`src/rtl/coil_rst_pkg.sv`:
```
// Shared definitions for the coil-driver reset sequencer: state encoding,
// status-slave address map, status bit positions and a sizing helper.
package coil_rst_pkg;

  localparam int unsigned DATA_W = 32;
  localparam int unsigned ADDR_W = 2;

  // Encoding is visible to software through the status word.
  typedef enum logic [1:0] {
    ST_IDLE     = 2'd0,
    ST_GATE_OFF = 2'd1,
    ST_HOLD     = 2'd2,
    ST_RELEASE  = 2'd3
  } seq_state_e;

  localparam logic [ADDR_W-1:0] ADDR_STATUS = 2'd0;
  localparam logic [ADDR_W-1:0] ADDR_COUNT  = 2'd1;
  localparam logic [ADDR_W-1:0] ADDR_CAUSE  = 2'd2;

  localparam int unsigned STAT_FAULT_BIT = 0;
  localparam int unsigned STAT_STATE_LSB = 1;
  localparam int unsigned STAT_BUSY_BIT  = 3;

  localparam int unsigned CAUSE_W = 2;

  // Largest of three timing parameters; sizes the shared down-counter.
  function automatic int unsigned max3(input int unsigned a, input int unsigned b,
                                       input int unsigned c);
    int unsigned m;
    m = a;
    if (b > m) m = b;
    if (c > m) m = c;
    return m;
  endfunction

endpackage

```
`src/rtl/sync_2ff.sv`:
```
// Two-flop synchroniser for a single asynchronous level.
//   clk, reset_n : destination clock and async active-low reset
//   d            : asynchronous input
//   q            : synchronised output (two cycles of latency)
// RST_VAL sets both flops on reset so the output starts at a known safe level.
module sync_2ff #(
  parameter logic RST_VAL = 1'b0
) (
  input  logic clk,
  input  logic reset_n,
  input  logic d,
  output logic q
);

  logic meta;

  // Metastability capture stage followed by the output stage.
  always_ff @(posedge clk or negedge reset_n) begin
    if (!reset_n) begin
      meta <= RST_VAL;
      q    <= RST_VAL;
    end else begin
      meta <= d;
      q    <= meta;
    end
  end

endmodule

```
`src/rtl/coil_reset_sequencer.sv`:
```
// Ordered reset sequencer for the coil-driver core: gates off, core reset held,
// core reset released, gates re-enabled after a settling lag. Triggered by the
// software reset level or a synchronised external fault.
//   clk, reset_n          : clock, async active-low reset
//   reset_req             : software reset level (same clock domain)
//   fault_n               : asynchronous active-low fault
//   address/chipselect/read/readdata : combinational read-only status slave
//   gate_disable          : 1 forces the power-stage gates off
//   core_reset_n          : active-low reset to the coil-driver core
//   seq_busy              : 1 whenever the sequencer is not idle
module coil_reset_sequencer
  import coil_rst_pkg::*;
#(
  parameter int unsigned GATE_LEAD   = 16,
  parameter int unsigned HOLD_CYCLES = 256,
  parameter int unsigned RELEASE_LAG = 64,
  parameter int unsigned CNT_W       = 16
) (
  input  logic              clk,
  input  logic              reset_n,
  input  logic              reset_req,
  input  logic              fault_n,
  input  logic [ADDR_W-1:0] address,
  input  logic              chipselect,
  input  logic              read,
  output logic [DATA_W-1:0] readdata,
  output logic              gate_disable,
  output logic              core_reset_n,
  output logic              seq_busy
);

  localparam int unsigned TMR_MAX = max3(GATE_LEAD, HOLD_CYCLES, RELEASE_LAG);
  localparam int unsigned TMR_W   = $clog2(TMR_MAX) + 1;

  localparam logic [TMR_W-1:0] GATE_LOAD = TMR_W'(GATE_LEAD - 1);
  localparam logic [TMR_W-1:0] HOLD_LOAD = TMR_W'(HOLD_CYCLES - 1);
  localparam logic [TMR_W-1:0] REL_LOAD  = TMR_W'(RELEASE_LAG - 1);

  seq_state_e         state_q, state_d;
  logic [TMR_W-1:0]   tmr_q, tmr_d;
  logic [CNT_W-1:0]   count_q, count_d;
  logic [CAUSE_W-1:0] cause_q, cause_d;
  logic               gate_d, core_d, busy_d;
  logic               fault_sync;
  logic               fault_s;
  logic               trig;

  // Fault input idles high, so the synchroniser resets to "no fault".
  sync_2ff #(
    .RST_VAL(1'b1)
  ) u_fault_sync (
    .clk    (clk),
    .reset_n(reset_n),
    .d      (fault_n),
    .q      (fault_sync)
  );

  assign fault_s = ~fault_sync;
  assign trig    = reset_req | fault_s;

  // State register; reset lands in HOLD so power-up runs a full release.
  always_ff @(posedge clk or negedge reset_n) begin
    if (!reset_n) begin
      state_q      <= ST_HOLD;
      tmr_q        <= HOLD_LOAD;
      count_q      <= '0;
      cause_q      <= '0;
      gate_disable <= 1'b1;
      core_reset_n <= 1'b0;
      seq_busy     <= 1'b1;
    end else begin
      state_q      <= state_d;
      tmr_q        <= tmr_d;
      count_q      <= count_d;
      cause_q      <= cause_d;
      gate_disable <= gate_d;
      core_reset_n <= core_d;
      seq_busy     <= busy_d;
    end
  end

  // Next-state and counter logic.
  always_comb begin
    state_d = state_q;
    tmr_d   = tmr_q;
    count_d = count_q;
    cause_d = cause_q;
    case (state_q)
      ST_IDLE: begin
        if (trig) begin
          state_d = ST_GATE_OFF;
          tmr_d   = GATE_LOAD;
          count_d = count_q + CNT_W'(1);
          cause_d = {fault_s, reset_req};
        end
      end
      ST_GATE_OFF: begin
        if (tmr_q == '0) begin
          state_d = ST_HOLD;
          tmr_d   = HOLD_LOAD;
        end else begin
          tmr_d = tmr_q - TMR_W'(1);
        end
      end
      ST_HOLD: begin
        // Timer parks at zero; a still-active trigger keeps the core in reset.
        if (tmr_q != '0) begin
          tmr_d = tmr_q - TMR_W'(1);
        end else if (!trig) begin
          state_d = ST_RELEASE;
          tmr_d   = REL_LOAD;
        end
      end
      ST_RELEASE: begin
        // Gates are still off, so a new trigger goes straight back to HOLD.
        if (trig) begin
          state_d = ST_HOLD;
          tmr_d   = HOLD_LOAD;
          count_d = count_q + CNT_W'(1);
          cause_d = {fault_s, reset_req};
        end else if (tmr_q == '0) begin
          state_d = ST_IDLE;
        end else begin
          tmr_d = tmr_q - TMR_W'(1);
        end
      end
      default: begin
        state_d = ST_IDLE;
      end
    endcase
  end

  // Output decode from the next state so registered outputs change on entry.
  always_comb begin
    gate_d = 1'b1;
    core_d = 1'b1;
    busy_d = 1'b1;
    case (state_d)
      ST_IDLE: begin
        gate_d = 1'b0;
        busy_d = 1'b0;
      end
      ST_HOLD: begin
        core_d = 1'b0;
      end
      default: begin
      end
    endcase
  end

  // Zero wait-state status read path; no side effects.
  always_comb begin
    readdata = '0;
    if (chipselect && read) begin
      case (address)
        ADDR_STATUS: begin
          readdata[STAT_FAULT_BIT]      = fault_s;
          readdata[STAT_STATE_LSB +: 2] = state_q;
          readdata[STAT_BUSY_BIT]       = seq_busy;
        end
        ADDR_COUNT: readdata = DATA_W'(count_q);
        ADDR_CAUSE: readdata = DATA_W'(cause_q);
        default:    readdata = '0;
      endcase
    end
  end

endmodule
```
`config.mk`:
```
export PLATFORM = sky130hd
export DESIGN_NAME = coil_reset_sequencer
export DESIGN_NICKNAME = d
export VERILOG_FILES = /design/src/rtl/coil_rst_pkg.sv /design/src/rtl/sync_2ff.sv /design/src/rtl/coil_reset_sequencer.sv
export SDC_FILE = /design/constraint.sdc
export NUM_CORES = 1
export LEC_CHECK = 0
export BUFFER_PORTS_ARGS = -buffer_cell sky130_fd_sc_hd__buf_2
export CORE_ASPECT_RATIO = 0.5
export CORE_UTILIZATION = 55
export CTS_CLUSTER_DIAMETER = 40
export CTS_CLUSTER_SIZE = 10
export DETAILED_ROUTE_END_ITERATION = 8
export GPL_TIMING_DRIVEN = 0
export PLACE_DENSITY = 0.8
export SETUP_SLACK_MARGIN = 0.5
export SYNTH_ARGS = -nofsm -noshare
export SYNTH_HDL_FRONTEND = slang
export SYNTH_SLANG_ARGS = --single-unit
```
`constraint.sdc`:
```
create_clock -name clk -period 2.56 [get_ports clk]
set_input_delay 0.256 -clock clk [delete_from_list [all_inputs] [get_ports clk]]
set_output_delay 0.256 -clock clk [all_outputs]
set_load 0.01 [all_outputs]
```
## Yosys cells after proc, flatten, opt, wreduce, memory -nomap -nowiden

Cells that the tools add are included.

| cells by class | value |
|---|---|
| reduce and logical (&&, ||, !) cells | 9 |
| equal/unequal tests | 9 |
| bitwise operators | 2 |
| add/subtract/negate cells | 2 |
| multiplexer cells | 19 |

Operator list:

| cell | number |
|---|---|
| two-way mux 9 bit | 6 |
| one-hot mux 9 bit (4 select lines) | 1 |
| two-way mux 32 bit | 1 |
| adder 16 x 1 -> 16 bit, second input constant | 1 |
| two-way mux 12 bit | 1 |
| two-way mux 2 bit | 6 |
| one-hot mux 4 bit (3 select lines) | 1 |
| logical NOT 9 bit | 1 |
| nonzero test 9 bit | 1 |
| subtractor 9 x 1 -> 9 bit, second input constant | 1 |
| == test 2 bit, second input constant | 4 |
| one-hot mux 2 bit (4 select lines) | 1 |
| logical NOT 2 bit | 3 |
| inequality test 3 bit, second input constant | 2 |
| == test 2 x 1 -> 1 bit, second input constant | 2 |
| AND reduction 3 bit | 1 |
| two-way mux 1 bit | 2 |
| inequality test 2 bit, second input constant | 1 |
| AND reduction 2 bit | 1 |
| OR reduction 2 bit | 1 |
| logical AND 1 bit | 1 |
| inverter 1 bit | 1 |
| bitwise OR 1 bit | 1 |

| storage, ports and cells | value |
|---|---|
| register bits | 33 |
| input bits | 8 |
| word-level logic and storage cells | 49 |

## Depth between registers and ports, before layout

| depth | value |
|---|---|
| depth after elaboration | 7 |
| gate-level depth with buffers | 8 |
| mapped depth without buffers | 7 |

## Modules after synthesis

From an unflattened synthesis, not the netlist that was laid out.

| unflattened totals | value |
|---|---|
| cell total of the unflattened synthesis | 232 |
| area, all modules | 2,150.8 um^2 |

Modules (own cells, without submodules):

| module | area an instance (um^2) | times used | sequential area each (um^2) | cells each |
|---|---|---|---|---|
| coil_reset_sequencer | 2,098.3 | 1 | 788.3 | 230 |
| sync_2ff | 52.6 | 1 | 52.6 | 2 |

## Least setup slack after synthesis

No wires, ideal clock.

| timing path | value |
|---|---|
| path kind | flip-flop to flip-flop |
| start | register state_q[1] |
| end | register count_q[13] |
| library setup time | 123 ps |
| arrival | 1,869 ps |
| period minus slack after synthesis | 1,991 ps |
| stages on the path, launching flop included | 7 |
| slack | 569 ps |
| data required time | 2,437 ps |
| cell sequence | dfstp_2 -> inv_1 -> ha_1 -> nor4b_2 -> nor2b_1 -> nand3_1 -> xnor2_1 |

| on the way | value |
|---|---|
| cells in the longest elaborated chain, start to end | 3 |
| elaborated cells between the ends (all ways) | 4 |
| those cells by class | eq/ne: 1; reduce/logical: 3 |

RTL lines:

| what | RTL line | text |
|---|---|---|
| from (decl) | coil_reset_sequencer.sv:39 | `seq_state_e state_q, state_d;` |
| from (signal assigned) | coil_reset_sequencer.sv:72 | `state_q <= state_d;` |
| == test 2 bit / logical NOT 2 bit (equally long branches) | coil_reset_sequencer.sv:88 | `case (state_q)` |
| OR reduction 2 bit (no line) * | - |  |
| AND reduction 2 bit (no line) * | - |  |
| to (signal assigned) | coil_reset_sequencer.sv:74 | `count_q <= count_d;` |
| to (decl) | coil_reset_sequencer.sv:41 | `logic [CNT_W-1:0] count_q, count_d;` |

Every way passes the cells marked *; elsewhere a longest branch is shown, timed or not.
A chain may end at the register's enable or synchronous reset.

## Final worst setup path

| timing path | value |
|---|---|
| start | register state_q[1] |
| end | register tmr_q[1] |

| on the way | value |
|---|---|
| cells in the longest elaborated chain, start to end | 3 |
| elaborated cells between the ends (all ways) | 9 |
| those cells by class | eq/ne: 6; mux: 1; reduce/logical: 2 |

RTL lines:

| what | RTL line | text |
|---|---|---|
| == test 2 bit / logical NOT 2 bit (equally long branches) | coil_reset_sequencer.sv:88 |  |
| inequality test 3 bit (no line) / inequality test 2 bit (equally long branches) | - |  |
| AND reduction 3 bit (no line) | - |  |
| to (signal assigned) | coil_reset_sequencer.sv:73 | `tmr_q <= tmr_d;` |
| to (decl) | coil_reset_sequencer.sv:40 | `logic [TMR_W-1:0] tmr_q, tmr_d;` |

Parallel ways exist; a longest one is shown, timed or not.

==> results.sh <==
export IMPL_antenna_left=0
export IMPL_start_util_pct=60.0
export IMPL_synth_seq_cells=33
export IMPL_synthFlopType="dfrtp_1"
export IMPL_dpl_cell_area_um2=2400
export IMPL_avgSynthCellArea_um2=9.27
export IMPL_holdWs_ns=0.0181
export IMPL_design_core_area_um2=3580
export IMPL_wl_per_cell_um=13.2
export IMPL_synth_compound_area_share_pct=14.2
export IMPL_rows=15
export IMPL_drcViolationCount=0
export IMPL_wl_met3_um=211
export IMPL_utilization_pct=73.0
export IMPL_setup_viol=0
export IMPL_fp_dieW_um=90.4
export IMPL_async_flop_share_pct=100
export IMPL_synth_cell_types=53
export IMPL_num_vias=1789
export IMPL_drive_gt1_share_pct=31.1
export IMPL_yosys_cell_count_top_type="nor2_1"
export IMPL_stdcell_count=334
export IMPL_power_density_nw_per_um2=452
export IMPL_num_io_pins=43
export IMPL_io_buffers=25
export IMPL_cts_root_buffer="clkbuf_8"
export IMPL_rsz0062_at_grt="true"
export IMPL_p_clk_share_pct=49.6
export IMPL_cts_max_path_buffers=2
export IMPL_hold_violations=0
export IMPL_path_clk_slew_ns=0.07
export IMPL_synthMuxAreaShare_pct=2.44
export IMPL_dieArea_um2=4180
export IMPL_switching_share_pct=20.5
export IMPL_critPathCaptureType="flip-flop"
export IMPL_routabilityCongestion=0.900
export IMPL_min_period_over_period_pct=78.4
export IMPL_synth_top_family_by_area="simple AND/OR/NAND/NOR gates"
export IMPL_max_freq_ghz=0.499
export IMPL_clk_latency_ns=0.29
export IMPL_numCtsBuffers=5
export IMPL_p_switching_uw=242
export IMPL_wl_met1_um=1960
export IMPL_synthTopCellsByCount="28 x nor2_1, 21 x dfrtp_1, 18 x buf_4, 15 x nand2_1"
export IMPL_tightest_slew_ns=0.718
export IMPL_finalInstanceArea_um2=2620
export IMPL_grt_overflow_total=0
export IMPL_setup_tns_ns=0
export IMPL_status="complete, no violations"
export IMPL_drt_initial_drc_count=49
export IMPL_antenna_cells=0
export IMPL_place_ws_ns=0.344
export IMPL_synth_xor_area_share_pct=6.52
export IMPL_synth_edf_count=0
export IMPL_synth_adder_area_share_pct=4.07
export IMPL_yosysTopAreaCell="dfrtp_1"
export IMPL_worstSetupPathType="reg2reg"
export IMPL_hold_buffers=0
export IMPL_ys_seq_area_share_pct=39.1
export IMPL_p_leak_nw=1.24
export IMPL_syn2layout_area_growth_pct=21.7
export IMPL_synthTopCellsByArea="dfrtp_1 24%, dfstp_2 15%, buf_4 6.3%"
export IMPL_ir_drop_mv=0.291
export IMPL_vias_per_cell=5.36
export IMPL_top_layer="met4"
export IMPL_fillers=266
export IMPL_placed_cells=323
export IMPL_maxSlewHeadroom_pct=52.1
export IMPL_grt_pass1_vias=1541
export IMPL_cp_data_required_time_ns=2.78
export IMPL_multi_input_area_um2=1220
export IMPL_reg2reg_depth=7
export IMPL_period_minus_slack_ns=2.01
export IMPL_htreeDepth=2
export IMPL_final_setup_skew_ns=0.00548
export IMPL_dr_wl_met2_um=2190
export IMPL_grt_max_degree=34
export IMPL_synth_area_um2=2150
export IMPL_yosys_warnings=0
export IMPL_start_kind="flip-flop"
export IMPL_cts_tree="yes"
export IMPL_synth_simple_gate_area_share_pct=24.1
export IMPL_syn_inst=232
export IMPL_timing_final_ws_setup_ns=0.554
export IMPL_register_area_um2=842
export IMPL_pwr_share_seq_pct=44.6
export IMPL_layout_nets=297
export IMPL_drv_cap=0
export IMPL_critPathMaxFanout=6
export IMPL_cts_sinks=33
export IMPL_drt_pass1_iter_count=4
export IMPL_grt_use_total_pct=21.9
export IMPL_crit_arrival_ns=2.22
export IMPL_drv_slew=0
export IMPL_grt_pass1_wl_um=6910
export IMPL_min_path_type="in2async"
export IMPL_finalWirelength_um=4420
export IMPL_p_int_uw=940
export IMPL_p_comb_share_pct=5.8
export IMPL_antenna_found_initial=0
export IMPL_synth_top_cell_area_share_pct=24.4
export IMPL_die_h_um=46.2
export IMPL_dp_hpwl_um=3080
export IMPL_finalPower_mw=1.18
-- kinds of logic after synthesis --
logic type / count (synthesis)
flops: 33
compound gates: 41
simple gates: 96
xor+xnor: 16
fa+ha+maj: 7
buf+inv: 33
mux: 5
other cells: 1
-- timing repair --
action	CTS	global route
setup buffers	2	1
resized for setup	5	9
endpoints found under the setup margin	11	12
pin swaps	1	1
gates cloned	0	0
-- routing by layer --
metal | track usage [%] | up-vias
met4 | 10.3 | 0
met1 | 25.2 | 857
li1 | - | 873
met5 | 0 | -
met2 | 39.7 | 50
met3 | 6.27 | 9
-- power groups by stage --
stage               sequential [mW]  combinational, mW  clock (mW)
floorplan                     0.536             0.0457           0
detailed placement            0.536             0.0670           0
finish                        0.527             0.0685       0.587
global route                  0.527             0.0754       0.606
CTS                           0.527             0.0675       0.588
global placement              0.536             0.0657           0
-- state kept, by name, summed over array words and instances, names as in the netlist --
| name | cells |
|---|---|
| seq_busy | 1 |
| count_q | 16 |
| u_fault_sync.meta | 1 |
| tmr_q | 9 |
| cause_q | 2 |
| state_q | 2 |
| core_reset_n | 1 |
| u_fault_sync.q | 1 |
-- worst paths after layout --
path,from,end,slack [ns]
max reg2reg,state_q[1]$_DFF_PN1_,tmr_q[1]$_DFFE_PN1P_,0.55
min in group clk,fault_n,u_fault_sync.meta$_DFF_PN1_,0.06
min,reset_n,state_q[0]$_DFF_PN0_,0.02
max,state_q[1]$_DFF_PN1_,tmr_q[1]$_DFFE_PN1P_,0.55
min reg2reg,u_fault_sync.meta$_DFF_PN1_,u_fault_sync.q$_DFF_PN1_,0.36
max in group asynchronous,reset_n,state_q[0]$_DFF_PN0_,2.05
-- cells in the final DEF, fill, tap and decap left out, drive strengths merged, types with 3 or more instances in the layout --
master,n
xor2,7
nor3b,3
and2,12
nand3,7
inv,7
nand2,15
a21oi,7
dfrtp,21
nor3,10
or2,3
dfstp,12
o21ai,14
a31oi,3
nor2,28
clkbuf,10
conb,16
xnor2,9
buf,49
ha,7
mux2i,3
-- worst max-delay path, cell delays in order, from the launching register on --
cell,delay [ns]
dfstp_2,0.55
inv_1,0.08
ha_2,0.22
or2_1,0.26
a32o_1,0.30
or2_1,0.27
nor3_1,0.19
a21oi_1,0.06
-- area by class of cell --
| type | instances | share of cell area (%) |
|---|---|---|
| Buffer | 26 | 6.88 |
| Sequential cell | 33 | 32.2 |
| Clock buffer | 5 | 2.63 |
| Clock inverter | 3 | 2.49 |
| Multi-Input combinational cell | 181 | 46.7 |
| Inverter | 7 | 1.00 |
| Tap cell | 51 | 2.44 |
| Timing Repair Buffer | 28 | 5.64 |
No activity file was read; power rests on OpenSTA's default activity.
